## src/rtl/mux_pkg.sv

```systemverilog
// rtl/mux_pkg.sv - shared constants and helpers for the datapath channel muxes
package mux_pkg;

  localparam logic MODE_RR    = 1'b0;
  localparam logic MODE_FIXED = 1'b1;

  localparam int MUX_W = 16;
  localparam int MUX_N = 8;

  // Channel index successor with an explicit wrap at n-1 (n need not be a power of two).
  function automatic int wrap_inc(input int idx, input int n);
    return (idx == n - 1) ? 0 : idx + 1;
  endfunction

endpackage

```

## src/rtl/rr_arbiter.sv

```systemverilog
// rtl/rr_arbiter.sv - combinational rotating-priority arbiter starting at ptr
module rr_arbiter
  import mux_pkg::*;
#(
  parameter int N = MUX_N,
  localparam int SW = $clog2(N)
) (
  input  logic [N-1:0]  req,
  input  logic [SW-1:0] ptr,
  input  logic          en,
  output logic [SW-1:0] grant,
  output logic          grant_valid
);

  logic [SW-1:0] hi_idx;
  logic [SW-1:0] lo_idx;
  logic          hi_ok;
  logic          lo_ok;

  // Scanning downward leaves the lowest requester at/after ptr in hi_idx and the
  // lowest requester overall in lo_idx, which is the wrapped-around winner.
  always_comb begin
    hi_idx = '0;
    lo_idx = '0;
    hi_ok  = 1'b0;
    lo_ok  = 1'b0;
    for (int k = N - 1; k >= 0; k--) begin
      if (req[k]) begin
        lo_idx = SW'(k);
        lo_ok  = 1'b1;
        if (k >= int'(ptr)) begin
          hi_idx = SW'(k);
          hi_ok  = 1'b1;
        end
      end
    end
    grant       = hi_ok ? hi_idx : lo_idx;
    grant_valid = en & lo_ok;
  end

endmodule

```

## src/rtl/mux_rr_n.sv

```systemverilog
// rtl/mux_rr_n.sv - N-channel arbitrated mux with a one-entry flow-controlled output register
module mux_rr_n
  import mux_pkg::*;
#(
  parameter int W = MUX_W,
  parameter int N = MUX_N,
  localparam int SW = $clog2(N)
) (
  input  logic           clk,
  input  logic           rst,
  input  logic [N*W-1:0] in_data,
  input  logic [N-1:0]   in_valid,
  output logic [N-1:0]   in_ready,
  input  logic           mode,
  input  logic [SW-1:0]  sel,
  output logic [W-1:0]   out_data,
  output logic [SW-1:0]  out_chan,
  output logic           out_valid,
  input  logic           out_ready
);

  localparam logic [N-1:0] ONE = {{(N - 1){1'b0}}, 1'b1};

  logic [SW-1:0] ptr;
  logic [SW-1:0] rr_grant;
  logic          rr_valid;
  logic [SW-1:0] grant;
  logic          grant_valid;
  logic          fixed_hit;
  logic          load_en;
  logic          xfer_in;
  logic [W-1:0]  grant_word;

  rr_arbiter #(.N(N)) u_arb (
    .req         (in_valid),
    .ptr         (ptr),
    .en          (mode == MODE_RR),
    .grant       (rr_grant),
    .grant_valid (rr_valid)
  );

  // A select value past the last channel shifts the one-hot mask out entirely.
  assign fixed_hit = |(in_valid & (ONE << sel));

  always_comb begin
    grant       = rr_grant;
    grant_valid = rr_valid;
    if (mode == MODE_FIXED) begin
      grant       = sel;
      grant_valid = fixed_hit;
    end
  end

  assign load_en    = !out_valid | out_ready;
  assign xfer_in    = load_en & grant_valid & !rst;
  assign in_ready   = xfer_in ? (ONE << grant) : '0;
  assign grant_word = in_data[int'(grant) * W +: W];

  always_ff @(posedge clk or posedge rst) begin
    if (rst) begin
      out_data  <= '0;
      out_chan  <= '0;
      out_valid <= 1'b0;
      ptr       <= '0;
    end else begin
      if (xfer_in) begin
        out_data  <= grant_word;
        out_chan  <= grant;
        out_valid <= 1'b1;
        if (mode == MODE_RR) begin
          ptr <= SW'(wrap_inc(int'(grant), N));
        end
      end else if (out_ready) begin
        out_valid <= 1'b0;
      end
    end
  end

endmodule

```

## config.mk

```make
export PLATFORM = sky130hd
export DESIGN_NAME = mux_rr_n
export DESIGN_NICKNAME = d
export VERILOG_FILES = /design/src/rtl/mux_pkg.sv /design/src/rtl/rr_arbiter.sv /design/src/rtl/mux_rr_n.sv
export SDC_FILE = /design/constraint.sdc
export NUM_CORES = 1
export LEC_CHECK = 0
export ABC_AREA = 1
export BUFFER_PORTS_ARGS = -buffer_cell sky130_fd_sc_hd__buf_2
export CAP_MARGIN = 20
export CORE_MARGIN = 2
export CORE_UTILIZATION = 39
export DETAILED_ROUTE_END_ITERATION = 10
export PLACE_DENSITY = 0.79
export SLEW_MARGIN = 30
export SYNTH_ARGS = -nofsm -noshare
export SYNTH_HDL_FRONTEND = slang
export SYNTH_HIERARCHICAL = 1
export SYNTH_SLANG_ARGS = --single-unit
```

## constraint.sdc

```tcl
create_clock -name clk -period 4.35 [get_ports clk]
set_clock_uncertainty 0.1 [all_clocks]
set_input_delay 1.0875 -clock clk [delete_from_list [all_inputs] [get_ports clk]]
set_output_delay 1.0875 -clock clk [all_outputs]
set_load 0.005 [all_outputs]
```

# After elaboration in Yosys (flattened, before gate mapping)
# Cells that the tools add are included.
totals:
  output_inout_bits: 28
  reg_bits: 23
  in_bits: 143
  elab_cells: 78
op_classes:
  bitwise_logic: 6
  n_mux: 51
  eq_ne: 1
  magnitude_cmp: 7
  n_addsub: 1
  shift: 3
  n_reduce_logical: 5
ops:
  columns: ["operator", "count"]
  rows:
  - ["indexed part select 128 x 8 -> 16 bit", 1]
  - ["two-way mux 3 bit", 25]
  - ["two-way mux 1 bit", 25]
  - ["left shift 1 x 3 -> 8 bit (first input constant)", 2]
  - ["greater-or-equal comparator 3 bit (first input constant)", 3]
  - ["bitwise AND 8 bit", 1]
  - ["two-way mux 8 bit", 1]
  - ["OR reduction 8 bit", 1]
  - ["greater-or-equal comparator 1 x 3 -> 1 bit (first input constant)", 2]
  - ["greater-or-equal comparator 2 x 3 -> 1 bit (first input constant)", 2]
  - ["adder 3 x 1 -> 3 bit (second input constant)", 1]
  - ["bitwise AND 1 bit", 3]
  - ["== test 3 x 1 -> 1 bit (second input constant)", 1]
  - ["zero test 1 bit", 2]
  - ["AND reduction 2 bit", 1]
  - ["nonzero test 2 bit", 1]
  - ["inverter 1 bit", 1]
  - ["bitwise OR 1 bit", 1]

# Depth between registers and ports, before layout
# Gate-level depths: netlist of run 1.
logic_depth:
  word_depth: 19
  mapped_depth: 20

# Hierarchy
# The synthesis of run 1 kept the hierarchy.
by_module_without_submodules:
  columns: ["mod", "instances", "area_per_inst_um2", "cells_each"]
  rows:
  - ["mux_rr_n", 1, 3236.9, 588]
  - ["rr_arbiter", 1, 270.3, 58]

# Worst setup path after synthesis of run 1
# Ideal clock, no wire load.
synth_path:
  kind: "input-to-output"
  startpoint: "input port in_valid[2]"
  endpoint: "output port in_ready[7]"
  setup_slack_ns: 0.589
  arrival_time_ns: 2.573
  t_required_ns: 3.163
  cell_stages: 14
  n_path_buf: 1
  path_cell_list: "inv_1 -> nor2_1 -> nand2_1 -> nand2_1 -> nor2_2 -> nand2_2 -> o22ai_1 -> nand2_1 -> o21ai_4 -> buf_6 -> ha_1 -> ha_1 -> inv_1 -> nor2_1"
synth_between:
  elab_chain_cells: 9
  elab_cells_between_ends: 26
synth_rtl:
  columns: ["item", "line", "rtl"]
  rows:
  - ["start: declaration", "mux_rr_n.sv:12", "input logic [N-1:0] in_valid,"]
  - ["two-way mux 3 bit or two-way mux 1 bit (tied branches)", "rr_arbiter.sv:28", "if (req[k]) begin"]
  - ["two-way mux 3 bit or two-way mux 1 bit (tied branches)", "rr_arbiter.sv:31", "if (k >= int'(ptr)) begin"]
  - ["two-way mux 3 bit or two-way mux 1 bit (tied branches)", "rr_arbiter.sv:28", null]
  - ["two-way mux 3 bit or two-way mux 1 bit (tied branches)", "rr_arbiter.sv:31", null]
  - ["two-way mux 3 bit or two-way mux 1 bit (tied branches)", "rr_arbiter.sv:28", null]
  - ["two-way mux 3 bit (*)", "rr_arbiter.sv:37", "grant = hi_ok ? hi_idx : lo_idx;"]
  - ["named net rr_grant[1]", "mux_rr_n.sv:25", "logic [SW-1:0] rr_grant;"]
  - ["two-way mux 3 bit (*)", "mux_rr_n.sv:48", "if (mode == MODE_FIXED) begin"]
  - ["named net grant[1]", "mux_rr_n.sv:27", "logic [SW-1:0] grant;"]
  - ["left shift 1 x 3 -> 8 bit (*)", "mux_rr_n.sv:56", "assign in_ready = xfer_in ? (ONE << grant) : '0;"]
  - ["two-way mux 8 bit (*)", "mux_rr_n.sv:56", null]
  - ["end: declaration", "mux_rr_n.sv:13", "output logic [N-1:0] in_ready,"]
# The timed path passes the listed nets; every way through them passes the cells marked *.

# Final worst setup path of run 1
layout_path:
  startpoint: "input port in_valid[2]"
  endpoint: "output port in_ready[7]"
layout_between:
  elab_chain_cells: 9
  elab_cells_between_ends: 26
layout_rtl:
  columns: ["item", "line"]
  rows:
  - ["two-way mux 3 bit or two-way mux 1 bit (tied branches)", "rr_arbiter.sv:28"]
  - ["two-way mux 3 bit or two-way mux 1 bit (tied branches)", "rr_arbiter.sv:31"]
  - ["two-way mux 3 bit or two-way mux 1 bit (tied branches)", "rr_arbiter.sv:28"]
  - ["two-way mux 3 bit or two-way mux 1 bit (tied branches)", "rr_arbiter.sv:31"]
  - ["two-way mux 3 bit or two-way mux 1 bit (tied branches)", "rr_arbiter.sv:28"]
  - ["two-way mux 3 bit (*)", "rr_arbiter.sv:37"]
  - ["named net rr_grant[1]", "mux_rr_n.sv:25"]
  - ["two-way mux 3 bit (*)", "mux_rr_n.sv:48"]
  - ["left shift 1 x 3 -> 8 bit (*)", "mux_rr_n.sv:56"]
  - ["two-way mux 8 bit (*)", "mux_rr_n.sv:56"]
# Marked as above.

==> results of run 1 <==
-- final cells by class --
cell class,count,area share
repair buffers,182,0.217
clock inverters,1,0.00115
multi-input cells,435,0.479
inverters,149,0.130
clock buffers,3,0.00951
well taps,108,0.0311
flip-flops and latches,23,0.133
-- flip-flops by register name (all words and copies together) (netlist names) --
signal	cells
out_chan	3
out_data	16
out_valid	1
ptr	3
-- cell families after synthesis --
kind of cell | count (synthesis) | synth area share
buf+inv | 188 | 0.243
flops | 23 | 0.164
fa+ha+maj | 6 | 0.0214
mux | 1 | 0.00321
compound gates | 12 | 0.0246
simple gates | 416 | 0.544
-- synth_stat cells --
library cell / instances / area share
sky130_fd_sc_hd__nand2_2: 7 / 0.012
sky130_fd_sc_hd__buf_6: 11 / 0.035
sky130_fd_sc_hd__clkbuf_4: 1 / 0.0021
sky130_fd_sc_hd__nor2_2: 1 / 0.0018
sky130_fd_sc_hd__inv_4: 1 / 0.0018
sky130_fd_sc_hd__o22ai_1: 1 / 0.0018
sky130_fd_sc_hd__nor2_1: 16 / 0.017
sky130_fd_sc_hd__clkinv_2: 1 / 0.0014
sky130_fd_sc_hd__inv_1: 145 / 0.16
sky130_fd_sc_hd__mux2_2: 1 / 0.0032
sky130_fd_sc_hd__buf_4: 9 / 0.019
sky130_fd_sc_hd__nand4_1: 20 / 0.036
sky130_fd_sc_hd__nor4_1: 1 / 0.0018
sky130_fd_sc_hd__o21ai_4: 1 / 0.0046
sky130_fd_sc_hd__dfrtp_1: 23 / 0.16
sky130_fd_sc_hd__o21ai_0: 2 / 0.0029
sky130_fd_sc_hd__inv_2: 2 / 0.0021
sky130_fd_sc_hd__o31ai_1: 1 / 0.0021
sky130_fd_sc_hd__o21ai_2: 1 / 0.0025
sky130_fd_sc_hd__o21bai_1: 1 / 0.0021
sky130_fd_sc_hd__nand2_4: 1 / 0.0032
sky130_fd_sc_hd__a21oi_1: 2 / 0.0029
sky130_fd_sc_hd__ha_1: 6 / 0.021
sky130_fd_sc_hd__o21ai_1: 1 / 0.0014
sky130_fd_sc_hd__a21boi_0: 2 / 0.0043
sky130_fd_sc_hd__nand3_2: 12 / 0.034
sky130_fd_sc_hd__nor3_1: 1 / 0.0014
sky130_fd_sc_hd__buf_2: 18 / 0.026
sky130_fd_sc_hd__nand3_1: 145 / 0.21
sky130_fd_sc_hd__nor2_4: 1 / 0.0032
sky130_fd_sc_hd__nand2_1: 211 / 0.23
-- stage by stage --
step / power, mW / area, um^2
floorplan: 1.07 / 3510
finish: 1.49 / 4340
global route: 1.65 / 4340
detailed placement: 1.36 / 4290
global placement: 1.35 / 4290
CTS: 1.50 / 4340
-- power by group through the flow --
stage	Clock (mW)	Combinational [mW]	Sequential (mW)
3_3_place_gp	0	0.987	0.362
3_5_place_dp	0	0.993	0.368
5_1_grt	0.146	1.13	0.375
2_1_floorplan	0	0.712	0.360
4_1_cts	0.136	1.00	0.364
6_report	0.134	0.990	0.364
-- per-layer routing --
layer	vias to the layer above	GRT usage	wire length, um	share of wire
met3	10	0.0262	813	0.070
met5	-	0	0	0
met1	1917	0.309	5070	0.44
li1	2269	-	-	-
met2	189	0.424	5640	0.49
met4	0	0.0211	85	0.0073
-- critical path, cell delays in order --
cell	delay, ns
sky130_fd_sc_hd__buf_2	0.11
sky130_fd_sc_hd__inv_1	0.08
sky130_fd_sc_hd__nor2_1	0.05
sky130_fd_sc_hd__nand2_1	0.08
sky130_fd_sc_hd__nand2_1	0.08
sky130_fd_sc_hd__nor2_2	0.15
sky130_fd_sc_hd__nand2_2	0.08
sky130_fd_sc_hd__o22ai_1	0.26
sky130_fd_sc_hd__nand2_1	0.14
sky130_fd_sc_hd__o21ai_4	0.15
sky130_fd_sc_hd__ha_1	0.25
sky130_fd_sc_hd__ha_1	0.18
sky130_fd_sc_hd__inv_1	0.05
sky130_fd_sc_hd__nor2_1	0.09
sky130_fd_sc_hd__buf_2	0.12
-- final timing paths --
path | end | slack, ns | depth (start not counted)
max in group asynchronous | out_data[14]$_DFFE_PP0P_ | 2.93 | 3
max reg2reg | out_data[13]$_DFFE_PP0P_ | 1.60 | 18
min | out_chan[1]$_DFFE_PP0P_ | 0.37 | 2
max | in_ready[7] | 0.20 | 15
min reg2reg | out_chan[1]$_DFFE_PP0P_ | 0.37 | 2
min in group asynchronous | ptr[2]$_DFFE_PP0P_ | 0.88 | 3
==> metrics.md, run 1 <==
| Metric | Value |
|---|---|
| Result of the run | completed |
| Area Growth Syn to Fin | 23.8% |
| Pin count of the biggest net entering global routing | 65 |
| Setup Total Neg Slack | 0 ns |
| Power share of the sequential group | 0.245 |
| Portion of total power attributed to combinational logic | 0.666 |
| Arrival time at the worst endpoint | 2.96 ns |
| Total count of hold-check failures in the final report | 0 |
| Instance count of the mapped netlist | 646 |
| Post-DR wirelength/cell | 12.9 um |
| Leakage dissipation | 2.98 nW |
| Min-delay src | out_chan[1]$_DFFE_PP0P_ |
| Final HPWL DP | 8830 um |
| Cell count after placement | 897 |
| Headroom to the max-slew limit | 0.529 |
| Share of final-layout standard cells stronger than drive strength 1 | 0.271 |
| Number of maximum-capacitance violations | 0 |
| Row Count | 34 |
| DR vias | 4385 |
| Power Internal | 730 uW |
| Number of diodes | 0 |
| Crit share post-route | 0.954 |
| Number of pins with negative max-slew slack in the final report | 0 |
| Total GRT Usage | 0.234 |
| Hold/Removal Path Class | register to register |
| Synthesized netlist net count | 795 |
| First-pass iteration count of the detailed router | 5 |
| Later-pin clock latency in the skew report | 0.26 ns |
| Final critical-path setup slack | 0.200 ns |
| I/O Pins | 171 |
| Maximum achievable frequency | 0.241 GHz |
| Cell area after technology mapping | 3510 um^2 |
| Initial cell density of the core | 0.402 |
| Hold Slack | 0.368 ns |
| Leading cell types in the layout, fill and taps excluded | sky130_fd_sc_hd__nand2_1 (211), sky130_fd_sc_hd__buf_2 (170), sky130_fd_sc_hd__inv_1 (145), sky130_fd_sc_hd__nand3_1 (145), sky130_fd_sc_hd__dfrtp_1 (23) |
| Fill cell total of the finished layout | 977 |
| Critical Path Source | in_valid[2] |
| Leading cell type in the layout, fill and taps excluded | sky130_fd_sc_hd__nand2_1 |
| Final Instance Count excl. Fillers | 901 |
| Vias per cell | 4.87 |
| Die H | 98.8 um |
| Horizontal die dimension | 98.8 um |
| Antenna-violating nets left | 0 |
| Initial antenna violation count | 0 |
| Synth Register Bits | 23 |
| Net switching power | 756 uW |
| Setup repair after global routing missed its margin | no |
| Type of element launching the critical path | primary input |
| Tightest Pin Transition | 0.707 ns |
| Buffers inserted by post-CTS timing repair | 0 |
| Remaining Overflow, GRT | 0 |
| Area of the core | 8720 um^2 |
| Core utilization of the finished layout | 0.498 |
| Largest fanout on the critical path | 10 |
| Count of input and output buffers | 170 |
| First-pass GRT wire length | 19000 um |
| CP Data Required Time | 3.16 ns |
| Library cells used by synthesis | 31 |
| CTS tree | built |
| Final setup violating endpoints | 0 |
| Violation count after the first detailed-routing iteration | 282 |
| Total power divided by cell area | 343 nW/um^2 |
| Tmin final | 4.15 ns |
| Level count of the clock H-tree | 1 |
| Root buffer cell | sky130_fd_sc_hd__clkbuf_8 |
| Capturing element type of the critical path | output port |
| Fraction of power spent switching nets | 0.509 |
| PostCTS Resize Cnt | 0 |
| Hold-fix buffers, CTS | 0 |
| Area taken by flip-flops and latches | 576 um^2 |
| Area occupied by multi-input gates | 2080 um^2 |
| Routed WL | 11600 um |
| Critical R2R Launch | ptr[2]$_DFFE_PP0P_ |
| Worst setup path category | primary input to output port |
| Vias in the first global route | 4061 |
| Routability congestion estimate | 0.930 |
| Area of the die | 9770 um^2 |
| # DRC | 0 |
| Number of buffers on the longest clock path | 2 |
| Count of warnings emitted by yosys | 6 |
| Number of buffers added by the clock tree synthesis step | 3 |
| Synth Area per Inst | 5.43 um^2 |
| Clock sink total | 23 |
| Max rail drop VDD | 0.195 mV |
| Sequential area share after synthesis | 0.164 |
| Worst setup timing slack at the placement stage | 0.245 ns |
| Fraction of power consumed by the clock network | 0.090 |
| NumNets Final | 943 |
| Clk slew on worst S/H paths | 0.08 ns |
Power figures use the tool's default switching activity.
==> inputs of run 2 (changes only) <==
CORE_MARGIN = 1.5   (was 2)
==> metrics.md, run 2 (synthesis results as in run 1) <==
| Metric | Value |
|---|---|
| Buffers inserted by post-CTS timing repair | 0 |
| Total power divided by cell area | 339 nW/um^2 |
| Min-Delay Path Depth | 2 |
| CTS tree | built |
| Total count of hold-check failures in the final report | 0 |
| Level count of the clock H-tree | 1 |
| Count of cells along the worst register-to-register path | 17 |
| Area of the core | 8720 um^2 |
| Hold-fix buffers, CTS | 0 |
| Vias per cell | 4.86 |
| Final setup violating endpoints | 0 |
| Maximum achievable frequency | 0.252 GHz |
| Vias in the first global route | 4022 |
| Final Instance Count excl. Fillers | 900 |
| Row Count | 34 |
| Worst-case hold path end point | out_chan[2]$_DFFE_PP0P_ |
| Setup repair after global routing missed its margin | no |
| Capturing element type of the critical path | output port |
| First-pass iteration count of the detailed router | 5 |
| Arrival time at the worst endpoint | 2.78 ns |
| Clk slew on worst S/H paths | 0.09 ns |
| Total power | 1.47 mW |
| CP Data Required Time | 3.16 ns |
| Area Growth Syn to Fin | 23.5% |
| Leading cell types in the layout, fill and taps excluded | sky130_fd_sc_hd__nand2_1 (211), sky130_fd_sc_hd__buf_2 (170), sky130_fd_sc_hd__inv_1 (145), sky130_fd_sc_hd__nand3_1 (145), sky130_fd_sc_hd__dfrtp_1 (23) |
| Horizontal die dimension | 97.8 um |
| NumNets Final | 942 |
| PostCTS Resize Cnt | 0 |
| Antenna-violating nets left | 0 |
| Biggest registers after layout | out_data x16, out_chan x3, ptr x3 |
| Result of the run | completed |
| Critical R2R Launch | ptr[2]$_DFFE_PP0P_ |
| Max rail drop VDD | 0.195 mV |
| Setup Total Neg Slack | 0 ns |
| Total GRT Usage | 0.233 |
| Leakage dissipation | 2.98 nW |
| Final HPWL DP | 8660 um |
| Number of pins with negative max-slew slack in the final report | 0 |
| Area of the die | 9570 um^2 |
| Die H | 97.8 um |
| Later-pin clock latency in the skew report | 0.26 ns |
| Routability congestion estimate | 0.952 |
| # DRC | 0 |
| Reg2Reg Capture Point | out_data[2]$_DFFE_PP0P_ |
| Type of element launching the critical path | primary input |
| Count of input and output buffers | 170 |
| Violation count after the first detailed-routing iteration | 210 |
| Hold/Removal Path Class | register to register |
| Cell count after placement | 896 |
| Number of diodes | 0 |
| Largest reg by FF count | out_data |
| Tightest Pin Transition | 0.715 ns |
| DR vias | 4376 |
| Min-delay src | out_chan[2]$_DFFE_PP0P_ |
| Routed WL | 11200 um |
| Leading cell type in the layout, fill and taps excluded | sky130_fd_sc_hd__nand2_1 |
| Number of buffers added by the clock tree synthesis step | 3 |
| Initial cell density of the core | 0.402 |
| Number of buffers on the longest clock path | 2 |
| Crit share post-route | 0.912 |
| Share of final-layout standard cells stronger than drive strength 1 | 0.270 |
| Pin count of the biggest net entering global routing | 65 |
| Root buffer cell | sky130_fd_sc_hd__clkbuf_8 |
| Remaining Overflow, GRT | 0 |
| Worst setup path category | primary input to output port |
| First-pass GRT wire length | 18800 um |
| Largest fanout on the critical path | 3 |
| Post-DR wirelength/cell | 12.4 um |
| Headroom to the max-slew limit | 0.524 |
| Clock sink total | 23 |
| Tmin final | 3.97 ns |
| I/O Pins | 171 |
| Initial antenna violation count | 0 |
| Largest register FFs | 16 |
| R2R Setup Slk | 1.58 ns |
| Number of maximum-capacitance violations | 0 |
==> run 2: cell count changes in the layout (fill, tap and decap cells not counted) <==
| cell | change |
|---|---|
| sky130_fd_sc_hd__buf_4 | -1 |
==> run 2: how the worst max path moves through the flow <==
stage,end,slack [ns],from
floorplan,in_ready[7],0.59,in_valid[2]
global placement,in_ready[7],0.41,in_valid[2]
detailed placement,in_ready[7],0.39,in_valid[2]
CTS,in_ready[7],0.38,in_valid[2]
global route,in_ready[7],0.15,in_valid[2]
finish,in_ready[7],0.38,in_valid[2]
==> run 2: area by class of cell <==
cell class              instances  area, um^2
flip-flops and latches         23         576
clock buffers                   3        41.3
inverters                     149         563
well taps                     108         135
clock inverters                 1        5.00
fillers                       955        4390
multi-input cells             435        2080
repair buffers                181         933
==> run 2: stage by stage <==
| step | util | area [um^2] | hold WS (ns) | worst slack [ns] |
|---|---|---|---|---|
| 2_1_floorplan | - | 3510 | 0.365 | 0.589 |
| 3_3_place_gp | 0.492 | 4290 | 0.350 | 0.407 |
| 3_5_place_dp | 0.492 | 4290 | 0.357 | 0.394 |
| 4_1_cts | 0.497 | 4330 | 0.379 | 0.378 |
| 5_1_grt | 0.497 | 4330 | 0.405 | 0.153 |
| 6_report | 0.497 | 4330 | 0.372 | 0.383 |
==> run 2: worst max-delay path, stage by stage <==
cell and delay (ns):
sky130_fd_sc_hd__buf_2 0.11, sky130_fd_sc_hd__inv_1 0.08, sky130_fd_sc_hd__nor2_1 0.05, sky130_fd_sc_hd__nand2_1 0.08
sky130_fd_sc_hd__nand2_1 0.08, sky130_fd_sc_hd__nor2_2 0.14, sky130_fd_sc_hd__nand2_2 0.07, sky130_fd_sc_hd__o22ai_1 0.23
sky130_fd_sc_hd__nand2_1 0.13, sky130_fd_sc_hd__o21ai_4 0.09, sky130_fd_sc_hd__ha_1 0.20, sky130_fd_sc_hd__ha_1 0.17
sky130_fd_sc_hd__inv_1 0.04, sky130_fd_sc_hd__nor2_1 0.09, sky130_fd_sc_hd__buf_2 0.12
==> run 2: power breakdown <==
part,switching [mW],internal [mW]
combinational,0.610,0.364
sequential,0.0638,0.299
clock,0.0686,0.0639
==> run 2: per-layer routing <==
layer	share of wire	vias to the layer above	global-route usage	wire length (um)
li1	-	2272	-	-
met3	0.066	16	0.0372	734
met4	0.017	0	0.0440	187
met1	0.43	1919	0.304	4830
met5	0	-	0	0
met2	0.49	169	0.408	5420
==> inputs of run 3 (changes only) <==
REMOVE_ABC_BUFFERS = 1   (was default)
==> metrics.md, run 3 (synthesis results as in run 1) <==
| Metric | Value |
|---|---|
| Arrival time at the worst endpoint | 2.85 ns |
| Count of input and output buffers | 170 |
| Area Growth Syn to Fin | 24.2% |
| Vias per cell | 4.80 |
| First-pass GRT wire length | 18500 um |
| Final HPWL DP | 7750 um |
| Cell count after placement | 898 |
| Final setup violating endpoints | 0 |
| Slowest stage cell, crit path | sky130_fd_sc_hd__o22ai_1 |
| Path length in cells of the critical path | 15 |
| Pin count of the biggest net entering global routing | 65 |
| Final Instance Count excl. Fillers | 902 |
| Clock sink total | 23 |
| Leakage dissipation | 2.99 nW |
| Hold/Removal Path Class | register to register |
| Largest fanout on the critical path | 4 |
| Initial antenna violation count | 0 |
| Root buffer cell | sky130_fd_sc_hd__clkbuf_8 |
| Total GRT Usage | 0.226 |
| Critical R2R Launch | ptr[2]$_DFFE_PP0P_ |
| Crit share post-route | 0.928 |
| Share of final-layout standard cells stronger than drive strength 1 | 0.273 |
| Cell occurring most often along the worst timing path | sky130_fd_sc_hd__nand2_1 |
| Number of maximum-capacitance violations | 0 |
| Worst setup timing slack at the placement stage | 0.329 ns |
| Later-pin clock latency in the skew report | 0.26 ns |
| Biggest registers after layout | out_data x16, out_chan x3, ptr x3 |
| Fill cell total of the finished layout | 981 |
| Setup Total Neg Slack | 0 ns |
| Tmin final | 4.04 ns |
| Remaining Overflow, GRT | 0 |
| Number of buffers added by the clock tree synthesis step | 3 |
| Routability congestion estimate | 0.928 |
| Number of diodes | 0 |
| Total count of hold-check failures in the final report | 0 |
| First-pass iteration count of the detailed router | 4 |
| Tightest Pin Transition | 0.772 ns |
| Leading cell type in the layout, fill and taps excluded | sky130_fd_sc_hd__nand2_1 |
| Post-DR wirelength/cell | 11.6 um |
| Area of the die | 9570 um^2 |
| Worst setup path category | primary input to output port |
| Final critical-path setup slack | 0.315 ns |
| Vias in the first global route | 4240 |
| Family with the most delay on the worst path | simple AND/OR/NAND/NOR gates |
| Setup repair after global routing missed its margin | no |
| Row Count | 34 |
| CP Data Required Time | 3.16 ns |
| Count of cells along the worst register-to-register path | 17 |
| Leading cell types in the layout, fill and taps excluded | sky130_fd_sc_hd__nand2_1 (211), sky130_fd_sc_hd__buf_2 (170), sky130_fd_sc_hd__nand3_1 (145) |
| Largest reg by FF count | out_data |
| Slowest Stage Delay on Critical Path | 0.29 ns |
| Type of element launching the critical path | primary input |
| Routed WL | 10500 um |
| Max rail drop VDD | 0.186 mV |
| Result of the run | completed |
| Die H | 97.8 um |
| Reg2Reg Capture Point | out_data[7]$_DFFE_PP0P_ |
| Level count of the clock H-tree | 1 |
| Total power divided by cell area | 334 nW/um^2 |
| Clk slew on worst S/H paths | 0.08 ns |
| CP Cell Sequence | buf_2 -> inv_1 -> nor2_1 -> nand2_1 -> nand2_1 -> nor2_2 -> nand2_2 -> o22ai_1 -> nand2_1 -> o21ai_4 -> ha_1 -> ha_1 -> inv_1 -> nor2_1 -> buf_2 |
| Min-delay src | out_chan[0]$_DFFE_PP0P_ |
| NumNets Final | 944 |
| Horizontal die dimension | 97.8 um |
| Area of the core | 8720 um^2 |
| I/O Pins | 171 |
| Capturing element type of the critical path | output port |
| Antenna-violating nets left | 0 |
| Number of pins with negative max-slew slack in the final report | 0 |
| Min-Delay Path Depth | 2 |
| Worst-case hold path end point | out_chan[0]$_DFFE_PP0P_ |
| Hold-fix buffers, CTS | 0 |
| R2R Setup Slk | 1.72 ns |
| Count of buffering cells on the critical path with inverters included | 4 |
| Violation count after the first detailed-routing iteration | 174 |
| Buffers inserted by post-CTS timing repair | 0 |
| Initial cell density of the core | 0.402 |
| DR vias | 4334 |
| Headroom to the max-slew limit | 0.484 |
| # DRC | 0 |
| Largest register FFs | 16 |
| Maximum achievable frequency | 0.248 GHz |
| Number of buffers on the longest clock path | 2 |
| PostCTS Resize Cnt | 0 |
| CTS tree | built |
==> run 3: how the worst max path moves through the flow <==
stage	from	endpoint	slack (ns)
global placement	in_valid[2]	in_ready[7]	0.35
finish	in_valid[0]	in_ready[7]	0.31
floorplan	in_valid[2]	in_ready[7]	-0.19
detailed placement	in_valid[0]	in_ready[7]	0.33
CTS	in_valid[0]	in_ready[7]	0.32
global route	in_valid[3]	in_ready[3]	0.09
==> run 3: through the flow <==
stage / instance area, um^2 / hold slack (ns) / util / power, mW
finish: 4360 / 0.381 / 0.499 / 1.45
global placement: 4310 / 0.352 / 0.494 / 1.32
CTS: 4360 / 0.383 / 0.499 / 1.48
global route: 4360 / 0.417 / 0.499 / 1.64
floorplan: 3220 / 0.365 / - / 0.969
detailed placement: 4310 / 0.361 / 0.494 / 1.33
==> run 3: cell type report <==
type / count / area [um^2] / area share
clock buffers: 3 / 41.3 / 0.00948
clock inverters: 1 / 5.00 / 0.00115
inverters: 149 / 563 / 0.129
multi-input cells: 435 / 2090 / 0.479
flip-flops and latches: 23 / 576 / 0.132
well taps: 108 / 135 / 0.0310
repair buffers: 183 / 948 / 0.218
==> run 3: per-layer routing <==
layer / global-route usage / share of wire / vias up
met2: 0.400 / 0.48 / 145
met1: 0.289 / 0.45 / 1894
met4: 0.0802 / 0.021 / 0
li1: - / - / 2275
met5: 0 / 0 / -
met3: 0.0172 / 0.050 / 20
==> run 3: tightest hold or removal path: stages (launching register included) <==
cell                      delay (ns)
sky130_fd_sc_hd__dfrtp_1        0.35
sky130_fd_sc_hd__nand2_1        0.06
sky130_fd_sc_hd__nand2_1        0.05
==> run 3: where the power goes <==
part,total [mW],internal [mW],switching [mW]
logic,0.964,0.370,0.593
registers,0.357,0.299,0.0576
clock network,0.133,0.0639,0.0696
total,1.45,0.733,0.720
